--- config.mk ---
export PLATFORM = sky130hd
export DESIGN_NAME = ht_controller
export DESIGN_NICKNAME = d
export VERILOG_FILES = /design/src/rtl/ht_controller.sv
export SDC_FILE = /design/constraint.sdc
export NUM_CORES = 1
export LEC_CHECK = 0
export ABC_AREA = 0
export BUFFER_PORTS_ARGS = -buffer_cell sky130_fd_sc_hd__buf_2
export CAP_MARGIN = 5
export CORE_UTILIZATION = 60
export DETAILED_ROUTE_END_ITERATION = 16
export GPL_TIMING_DRIVEN = 0
export PLACE_DENSITY_LB_ADDON = 0.25
export SYNTH_ARGS = -nofsm -noshare
export SYNTH_HDL_FRONTEND = slang
export SYNTH_SLANG_ARGS = --single-unit
--- constraint.sdc ---
create_clock -name clk -period 3.45 [get_ports clk]
set_input_delay 1.035 -clock clk [delete_from_list [all_inputs] [get_ports clk]]
set_output_delay 1.035 -clock clk [all_outputs]
set_load 0.1 [all_outputs]
--- src/rtl/ht_controller.sv ---
// Serialised LOOKUP/INSERT/DELETE/CLEAR controller over a small key/value table with round-robin eviction.
// A response appears 3 cycles after the request is accepted and is held until rsp_ready; req_ready is high only in IDLE.
module ht_controller #(
  parameter int N_ENTRIES = 4,
  parameter int KEY_W     = 3,
  parameter int VAL_W     = 3
) (
  input  logic                           clk,
  input  logic                           rst_n,
  input  logic                           req_valid,
  output logic                           req_ready,
  input  logic [1:0]                     req_op,
  input  logic [KEY_W-1:0]               req_key,
  input  logic [VAL_W-1:0]               req_value,
  output logic                           rsp_valid,
  input  logic                           rsp_ready,
  output logic                           rsp_hit,
  output logic [VAL_W-1:0]               rsp_value,
  output logic                           rsp_evict,
  output logic [$clog2(N_ENTRIES+1)-1:0] occupancy
);

  localparam int IDX_W = $clog2(N_ENTRIES);
  localparam int OCC_W = $clog2(N_ENTRIES+1);

  localparam logic [1:0] OP_LOOKUP = 2'b00;
  localparam logic [1:0] OP_INSERT = 2'b01;
  localparam logic [1:0] OP_DELETE = 2'b10;
  localparam logic [1:0] OP_CLEAR  = 2'b11;

  typedef enum logic [1:0] {S_IDLE, S_MATCH, S_UPDATE, S_RESP} state_t;

  state_t r_state, w_next_state;

  logic [KEY_W-1:0]     r_keys [N_ENTRIES];
  logic [VAL_W-1:0]     r_vals [N_ENTRIES];
  logic [N_ENTRIES-1:0] r_valid;
  logic [IDX_W-1:0]     r_rr;

  logic [1:0]           r_op;
  logic [KEY_W-1:0]     r_key;
  logic [VAL_W-1:0]     r_val;
  logic                 r_hit;
  logic                 r_full;
  logic [IDX_W-1:0]     r_hit_idx;
  logic [IDX_W-1:0]     r_free_idx;

  logic                 r_rsp_hit;
  logic [VAL_W-1:0]     r_rsp_value;
  logic                 r_rsp_evict;

  logic                 w_accept;
  logic                 w_hit;
  logic [IDX_W-1:0]     w_hit_idx;
  logic [IDX_W-1:0]     w_free_idx;
  logic [OCC_W-1:0]     w_occ;

  logic                 w_wr;
  logic [IDX_W-1:0]     w_wr_idx;
  logic                 w_set_valid;
  logic                 w_clr_valid;
  logic                 w_clr_all;
  logic                 w_rr_adv;
  logic                 w_rsp_hit;
  logic [VAL_W-1:0]     w_rsp_value;
  logic                 w_rsp_evict;

  // FSM: state register
  always_ff @(posedge clk or negedge rst_n) begin
    if (!rst_n) r_state <= S_IDLE;
    else        r_state <= w_next_state;
  end

  // FSM: next state
  always_comb begin
    w_next_state = r_state;
    case (r_state)
      S_IDLE:   if (req_valid) w_next_state = S_MATCH;
      S_MATCH:  w_next_state = S_UPDATE;
      S_UPDATE: w_next_state = S_RESP;
      S_RESP:   if (rsp_ready) w_next_state = S_IDLE;
      default:  w_next_state = S_IDLE;
    endcase
  end

  // FSM: outputs
  always_comb begin
    req_ready = (r_state == S_IDLE);
    rsp_valid = (r_state == S_RESP);
  end

  assign w_accept = req_valid && req_ready;

  // Descending scan leaves the lowest matching / lowest free index.
  always_comb begin
    w_hit      = 1'b0;
    w_hit_idx  = '0;
    w_free_idx = '0;
    w_occ      = '0;
    for (int i = N_ENTRIES - 1; i >= 0; i--) begin
      if (r_valid[i] && (r_keys[i] == r_key)) begin
        w_hit     = 1'b1;
        w_hit_idx = IDX_W'(i);
      end
      if (!r_valid[i]) w_free_idx = IDX_W'(i);
      w_occ = w_occ + OCC_W'(r_valid[i]);
    end
  end

  always_comb begin
    w_wr        = 1'b0;
    w_wr_idx    = r_hit_idx;
    w_set_valid = 1'b0;
    w_clr_valid = 1'b0;
    w_clr_all   = 1'b0;
    w_rr_adv    = 1'b0;
    w_rsp_hit   = 1'b0;
    w_rsp_value = '0;
    w_rsp_evict = 1'b0;
    case (r_op)
      OP_LOOKUP: begin
        w_rsp_hit = r_hit;
        if (r_hit) w_rsp_value = r_vals[r_hit_idx];
      end
      OP_INSERT: begin
        w_wr = 1'b1;
        if (r_hit) begin
          w_rsp_hit   = 1'b1;
          w_rsp_value = r_vals[r_hit_idx];
        end else if (!r_full) begin
          w_wr_idx    = r_free_idx;
          w_set_valid = 1'b1;
        end else begin
          w_wr_idx    = r_rr;
          w_rsp_evict = 1'b1;
          w_rsp_value = r_vals[r_rr];
          w_rr_adv    = 1'b1;
        end
      end
      OP_DELETE: begin
        if (r_hit) begin
          w_clr_valid = 1'b1;
          w_rsp_hit   = 1'b1;
          w_rsp_value = r_vals[r_hit_idx];
        end
      end
      default: w_clr_all = 1'b1;
    endcase
  end

  // Request latch, match results and entry payloads carry no reset; only r_valid qualifies them.
  always_ff @(posedge clk) begin
    if (w_accept) begin
      r_op  <= req_op;
      r_key <= req_key;
      r_val <= req_value;
    end
    if (r_state == S_MATCH) begin
      r_hit      <= w_hit;
      r_hit_idx  <= w_hit_idx;
      r_free_idx <= w_free_idx;
      r_full     <= &r_valid;
    end
    if ((r_state == S_UPDATE) && w_wr) begin
      r_keys[w_wr_idx] <= r_key;
      r_vals[w_wr_idx] <= r_val;
    end
  end

  always_ff @(posedge clk or negedge rst_n) begin
    if (!rst_n) begin
      r_valid     <= '0;
      r_rr        <= '0;
      r_rsp_hit   <= 1'b0;
      r_rsp_value <= '0;
      r_rsp_evict <= 1'b0;
    end else if (r_state == S_UPDATE) begin
      r_rsp_hit   <= w_rsp_hit;
      r_rsp_value <= w_rsp_value;
      r_rsp_evict <= w_rsp_evict;
      if (w_clr_all) begin
        r_valid <= '0;
        r_rr    <= '0;
      end else begin
        if (w_set_valid) r_valid[w_wr_idx] <= 1'b1;
        if (w_clr_valid) r_valid[r_hit_idx] <= 1'b0;
        if (w_rr_adv)    r_rr <= r_rr + IDX_W'(1);
      end
    end
  end

  assign rsp_hit   = r_rsp_hit;
  assign rsp_value = r_rsp_value;
  assign rsp_evict = r_rsp_evict;
  assign occupancy = w_occ;

endmodule

Word-level counts from Yosys, hierarchy flattened
Memories as Yosys holds them, arrays and structs flattened.
Cells that the tools add are included.
{"block": "word_totals", "n_memories": 2, "ram_bits": 24, "reg_bits": 27, "word_cells": 99, "output_inout_bits": 10, "in_bits": 12}
{"name": "r_keys", "depth": 4, "word_bits": 3, "rd": 4, "rd_ports_with_merged_regs": 0, "wr": 1, "line_no": "35", "source": "logic [KEY_W-1:0] r_keys [N_ENTRIES];"}
{"name": "r_vals", "depth": 4, "word_bits": 3, "rd": 2, "rd_ports_with_merged_regs": 0, "wr": 1, "line_no": "36", "source": "logic [VAL_W-1:0] r_vals [N_ENTRIES];"}
{"block": "op_classes", "n_bitwise": 3, "add_sub_neg": 4, "n_reduce_logical": 19, "magnitude_cmp": 4, "n_eq_ne": 12, "muxes": 40}
{"op": "$mux 2", "count": 11}
{"op": "$mux 4", "count": 5}
{"op": "$mux 1", "count": 16}
{"op": "$eq 3x3->1", "count": 4}
{"op": "$mux 3", "count": 3}
{"op": "$logic_and 1x1->1", "count": 8}
{"op": "$pmux 2 s4", "count": 1}
{"op": "$eq 2x2->1 const B", "count": 3}
{"op": "$lt 2x3->1 const B", "count": 2}
{"op": "$pmux 3 s2", "count": 1}
{"op": "$reduce_and 2->1", "count": 3}
{"op": "$reduce_or 2->1", "count": 3}
{"op": "$reduce_or 3->1", "count": 2}
{"op": "$and 4x4->4", "count": 1}
{"op": "$demux 1 s2", "count": 2}
{"op": "$eq 2x1->1 const B", "count": 2}
{"op": "$ge 2x1->1 const B", "count": 2}
{"op": "$logic_not 2->1", "count": 2}
{"op": "$ne 2x1->1 const B", "count": 2}
{"op": "$not 4->4", "count": 1}
{"op": "$or 4x4->4", "count": 1}
{"op": "$reduce_and 4->1", "count": 1}
{"op": "$add 2x1->3", "count": 1}
{"op": "$add 3x1->3", "count": 1}
{"op": "other kinds (4)", "count": 4}

Depth between registers and ports, before layout
{"block": "depth", "ltp_word": 14, "ltp_mapped": 7, "depth_no_buf": 6}

Least setup slack after synthesis
Ideal clock, no wire load.
{"block": "synth_timing", "path_kind": "reg2out", "start": "reg r_valid[0]", "end": "out occupancy[1]", "stages_incl_launch_ff": 6, "arrival_ns": 1.990, "t_required_ns": 2.415, "path_buffers": 0, "path_slack_ns": 0.425, "cell_sequence": "dfrtp_1 inv_1 fa_1 inv_1 ha_1 ha_1"}
{"block": "synth_between", "elab_chain_cells": 1}
{"item": "from (decl)", "line_no": "37", "source": "logic [N_ENTRIES-1:0] r_valid;"}
{"item": "from (signal assigned)", "line_no": "172", "source": "r_valid <= '0;"}
{"item": "from (signal assigned)", "line_no": "182", "source": "r_valid <= '0;"}
{"item": "from (signal, indexed assignment)", "line_no": "185", "source": "if (w_set_valid) r_valid[w_wr_idx] <= 1'b1;"}
{"item": "$add 3x1->3", "line_no": "106", "source": "w_occ = w_occ + OCC_W'(r_valid[i]);"}
{"item": "to (decl)", "line_no": "20", "source": "output logic [$clog2(N_ENTRIES+1)-1:0] occupancy"}
Every way passes these cells.

Worst setup path after layout
Ends and elaborated chain as after synthesis.

==> flow_metrics.env <==
export IMPL_ys_types=36
export IMPL_rsz0062_at_grt="no"
export IMPL_gp_congestion=0.799
export IMPL_drt_iter0_drc=104
export IMPL_min_path_type="reg -> reg"
export IMPL_core_area_mm2=0.00372
export IMPL_io_buffers=21
export IMPL_finalHoldViolCount=0
export IMPL_htree_levels=2
export IMPL_r2r_end="r_keys[3][1]"
export IMPL_hold_buffers=0
export IMPL_cts_tree="yes"
export IMPL_worstPathMaxFanout=4
export IMPL_syn_avg_cell_area_um2=13.9
export IMPL_grt_max_degree=16
export IMPL_vdd_drop_max_v=0.000451
export IMPL_synth_seq_cells=51
export IMPL_reg2reg_slack_ns=1.02
export IMPL_num_rows=22
export IMPL_fin_setup_tns_ns=0
export IMPL_routed_wl_um=3980
export IMPL_slew_viol_final=0
export IMPL_drt_wirelength_per_cell_um=16.2
export IMPL_synth_edf_count=38
export IMPL_outcome="complete, no violations"
export IMPL_die_w_um=64.5
export IMPL_synth_area_mm2=0.00234
export IMPL_fin_nets=217
export IMPL_path_clk_slew_ns=0.09
export IMPL_critPathLaunchType="register"
export IMPL_crit_path_cell_trace="inv_1 -> fa_1 -> inv_1 -> ha_1 -> ha_1 -> buf_2"
export IMPL_cts_buffer_depth=2
export IMPL_grt_pass1_vias=1370
export IMPL_worst_slew_pin_slew_ns=1.01
export IMPL_cp_startpoint="r_valid[0]"
export IMPL_syn_num_nets=189
export IMPL_slowest_stage="fa_1"
export IMPL_pin_count=22
export IMPL_die_h_um=64.5
export IMPL_post_route_util=0.710
export IMPL_cp_data_required_time_ns=2.41
export IMPL_fmax_mhz=306
export IMPL_wl_met2_um=2040
export IMPL_cap_violations=0
export IMPL_seq_area_frac_synth=0.626
export IMPL_slew_headroom=0.324
export IMPL_grt_pass1_wl_um=6550
export IMPL_arrival_ns=2.24
export IMPL_ys_async_sr_fraction=0.255
export IMPL_p_per_area_mw_per_mm2=879
export IMPL_via_per_inst=5.71
export IMPL_drc=0
export IMPL_syn2layout_area_growth_pct=12.7
export IMPL_initial_core_util=0.630
export IMPL_cts_buffers=5
export IMPL_diodes=0
export IMPL_met3WireLength_um=218
export IMPL_fin_crit_sh=0.948
export IMPL_die_area_mm2=0.00416
export IMPL_yosysWarnings=0
export IMPL_hold_ws_ns=0.493
export IMPL_first_pass_iters=4
export IMPL_critPathKind="reg -> out"
export IMPL_placed_cells=238
export IMPL_via_count=1404
export IMPL_rr_startpoint="r_state[0]"
export IMPL_clkSinkCount=51
export IMPL_dpl_hpwl_um=2970
export IMPL_grt_overflow_total=0
export IMPL_track_usage=0.220
export IMPL_reg2regPathDepth=5
export IMPL_min_period_ns=3.27
export IMPL_final_cells=246
export IMPL_wl_met1_um=1670
export IMPL_crit_path_end_kind="output port"
export IMPL_cts_setup_buffers=0
export IMPL_setup_viol=0
export IMPL_drive_gt1_frac=0.212
export IMPL_dpl_cell_area_mm2=0.00251
export IMPL_slowest_delay_ns=0.54
export IMPL_ant_nets=0
export IMPL_clk_latency_ns=0.29
export IMPL_synthCells=169
export IMPL_route_top_layer_used="met4"
export IMPL_antenna_found_initial=0
export IMPL_synth_flop_cell="edfxtp_1"
export IMPL_fin_area_mm2=0.00264
export IMPL_clock_skew_ns=0.00702
export IMPL_post_cts_resized=0
export IMPL_root_buffer="clkbuf_8"
export IMPL_leakagePower_nw=1.06
export IMPL_endpoint="occupancy[1]"
[synth_stat cells (all sizes together) (2+ instances only)]
cell | n | share of area
edfxtp | 38 | 0.49
inv | 15 | 0.024
dfrtp | 13 | 0.14
xnor2 | 12 | 0.045
o21ai | 11 | 0.024
nand2 | 9 | 0.014
nor2 | 9 | 0.014
ha | 7 | 0.037
mux4 | 6 | 0.058
a21oi | 5 | 0.011
nand4 | 5 | 0.013
a31oi | 4 | 0.011
buf | 4 | 0.0080
a22oi | 3 | 0.0096
clkbuf | 3 | 0.0048
mux2i | 3 | 0.014
nand2b | 3 | 0.011
nor3 | 3 | 0.0064
a21boi | 2 | 0.0064
a21o | 2 | 0.0064
mux2 | 2 | 0.0096
nand3b | 2 | 0.0064
[cell type report]
class | instances | area, um2
Clock buffer | 6 | 72.6
Timing Repair Buffer | 21 | 105
Sequential cell | 51 | 1470
Fill cell | 240 | 1080
Clock inverter | 2 | 60.1
Buffer | 7 | 30.0
Inverter | 15 | 56.3
Multi-Input combinational cell | 96 | 790
Tap cell | 48 | 60.1
[cells in the final DEF (no fill, tap or decap), types with 2 or more instances in the layout]
cell type / count
a21oi_1: 5
a31oi_1: 4
nand3b_1: 2
nand2b_1: 2
bufinv_16: 2
mux2i_1: 2
buf_2: 24
edfxtp_1: 38
xnor2_1: 12
dfrtp_1: 13
a22oi_1: 3
o21ai_1: 3
ha_1: 7
nand4_1: 5
clkbuf_8: 5
o21ai_0: 8
clkbuf_1: 4
nand2_1: 9
a21o_1: 2
nor2_1: 9
nor3_1: 3
mux4_2: 6
inv_1: 15
[metrics by stage]
| step | power [mW] | worst slack [ns] |
|---|---|---|
| 2_1_floorplan | 1.70 | 0.425 |
| 3_5_place_dp | 1.86 | 0.485 |
| 6_report | 2.32 | 0.178 |
| 5_1_grt | 2.43 | 0.0582 |
| 4_1_cts | 2.33 | 0.169 |
| 3_3_place_gp | 1.83 | 0.514 |
[registers in the layout, summed over array words and instances (netlist names)]
register    cells
r_keys         12
r_vals         12
r_valid         4
r_key           3
r_val           3
rsp_value       3
r_free_idx      2
r_hit_idx       2
r_op            2
r_rr            2
r_state         2
r_full          1
r_hit           1
rsp_evict       1
rsp_hit         1
[metal layers]
| metal | up-vias | GRT usage |
|---|---|---|
| met3 | 7 | 0.0423 |
| li1 | 673 | - |
| met2 | 52 | 0.374 |
| met4 | 0 | 0.0667 |
| met1 | 672 | 0.288 |
| met5 | - | 0 |
[kinds of logic after synthesis]
kind of cell,synth area share
adder cells (fa/ha/maj),0.0459
flip-flops,0.626
AO/OA/AOI/OAI,0.0823
AND/OR/NAND/NOR,0.0823
buffers and inverters,0.0369
XOR/XNOR,0.0449
multiplexers,0.0817
[worst min-delay path by stage]
stage          startpoint           end  slack, ns  depth (start not counted)
2_1_floorplan    r_val[0]  r_vals[0][0]       0.46                          0
3_3_place_gp      rsp_hit       rsp_hit       0.47                          1
3_5_place_dp      rsp_hit       rsp_hit       0.47                          1
4_1_cts           rsp_hit       rsp_hit       0.49                          1
5_1_grt         rsp_evict     rsp_evict       0.51                          1
6_report          rsp_hit       rsp_hit       0.49                          1
[worst max-delay path, delay by kind of cell (launching register included)]
family,cells,cell delay (ns)
DFF,1,0.41
buffers and inverters,3,0.55
adders and majority gates,3,0.98
[where the power goes]
group	leakage, nW	switching, mW	total (mW)	internal, mW
Combinational	0.477	0.694	0.943	0.249
Clock	0.0654	0.179	0.469	0.290
Sequential	0.514	0.105	0.908	0.803
Total	1.06	0.979	2.32	1.34
No activity file was read; power rests on OpenSTA's default activity.
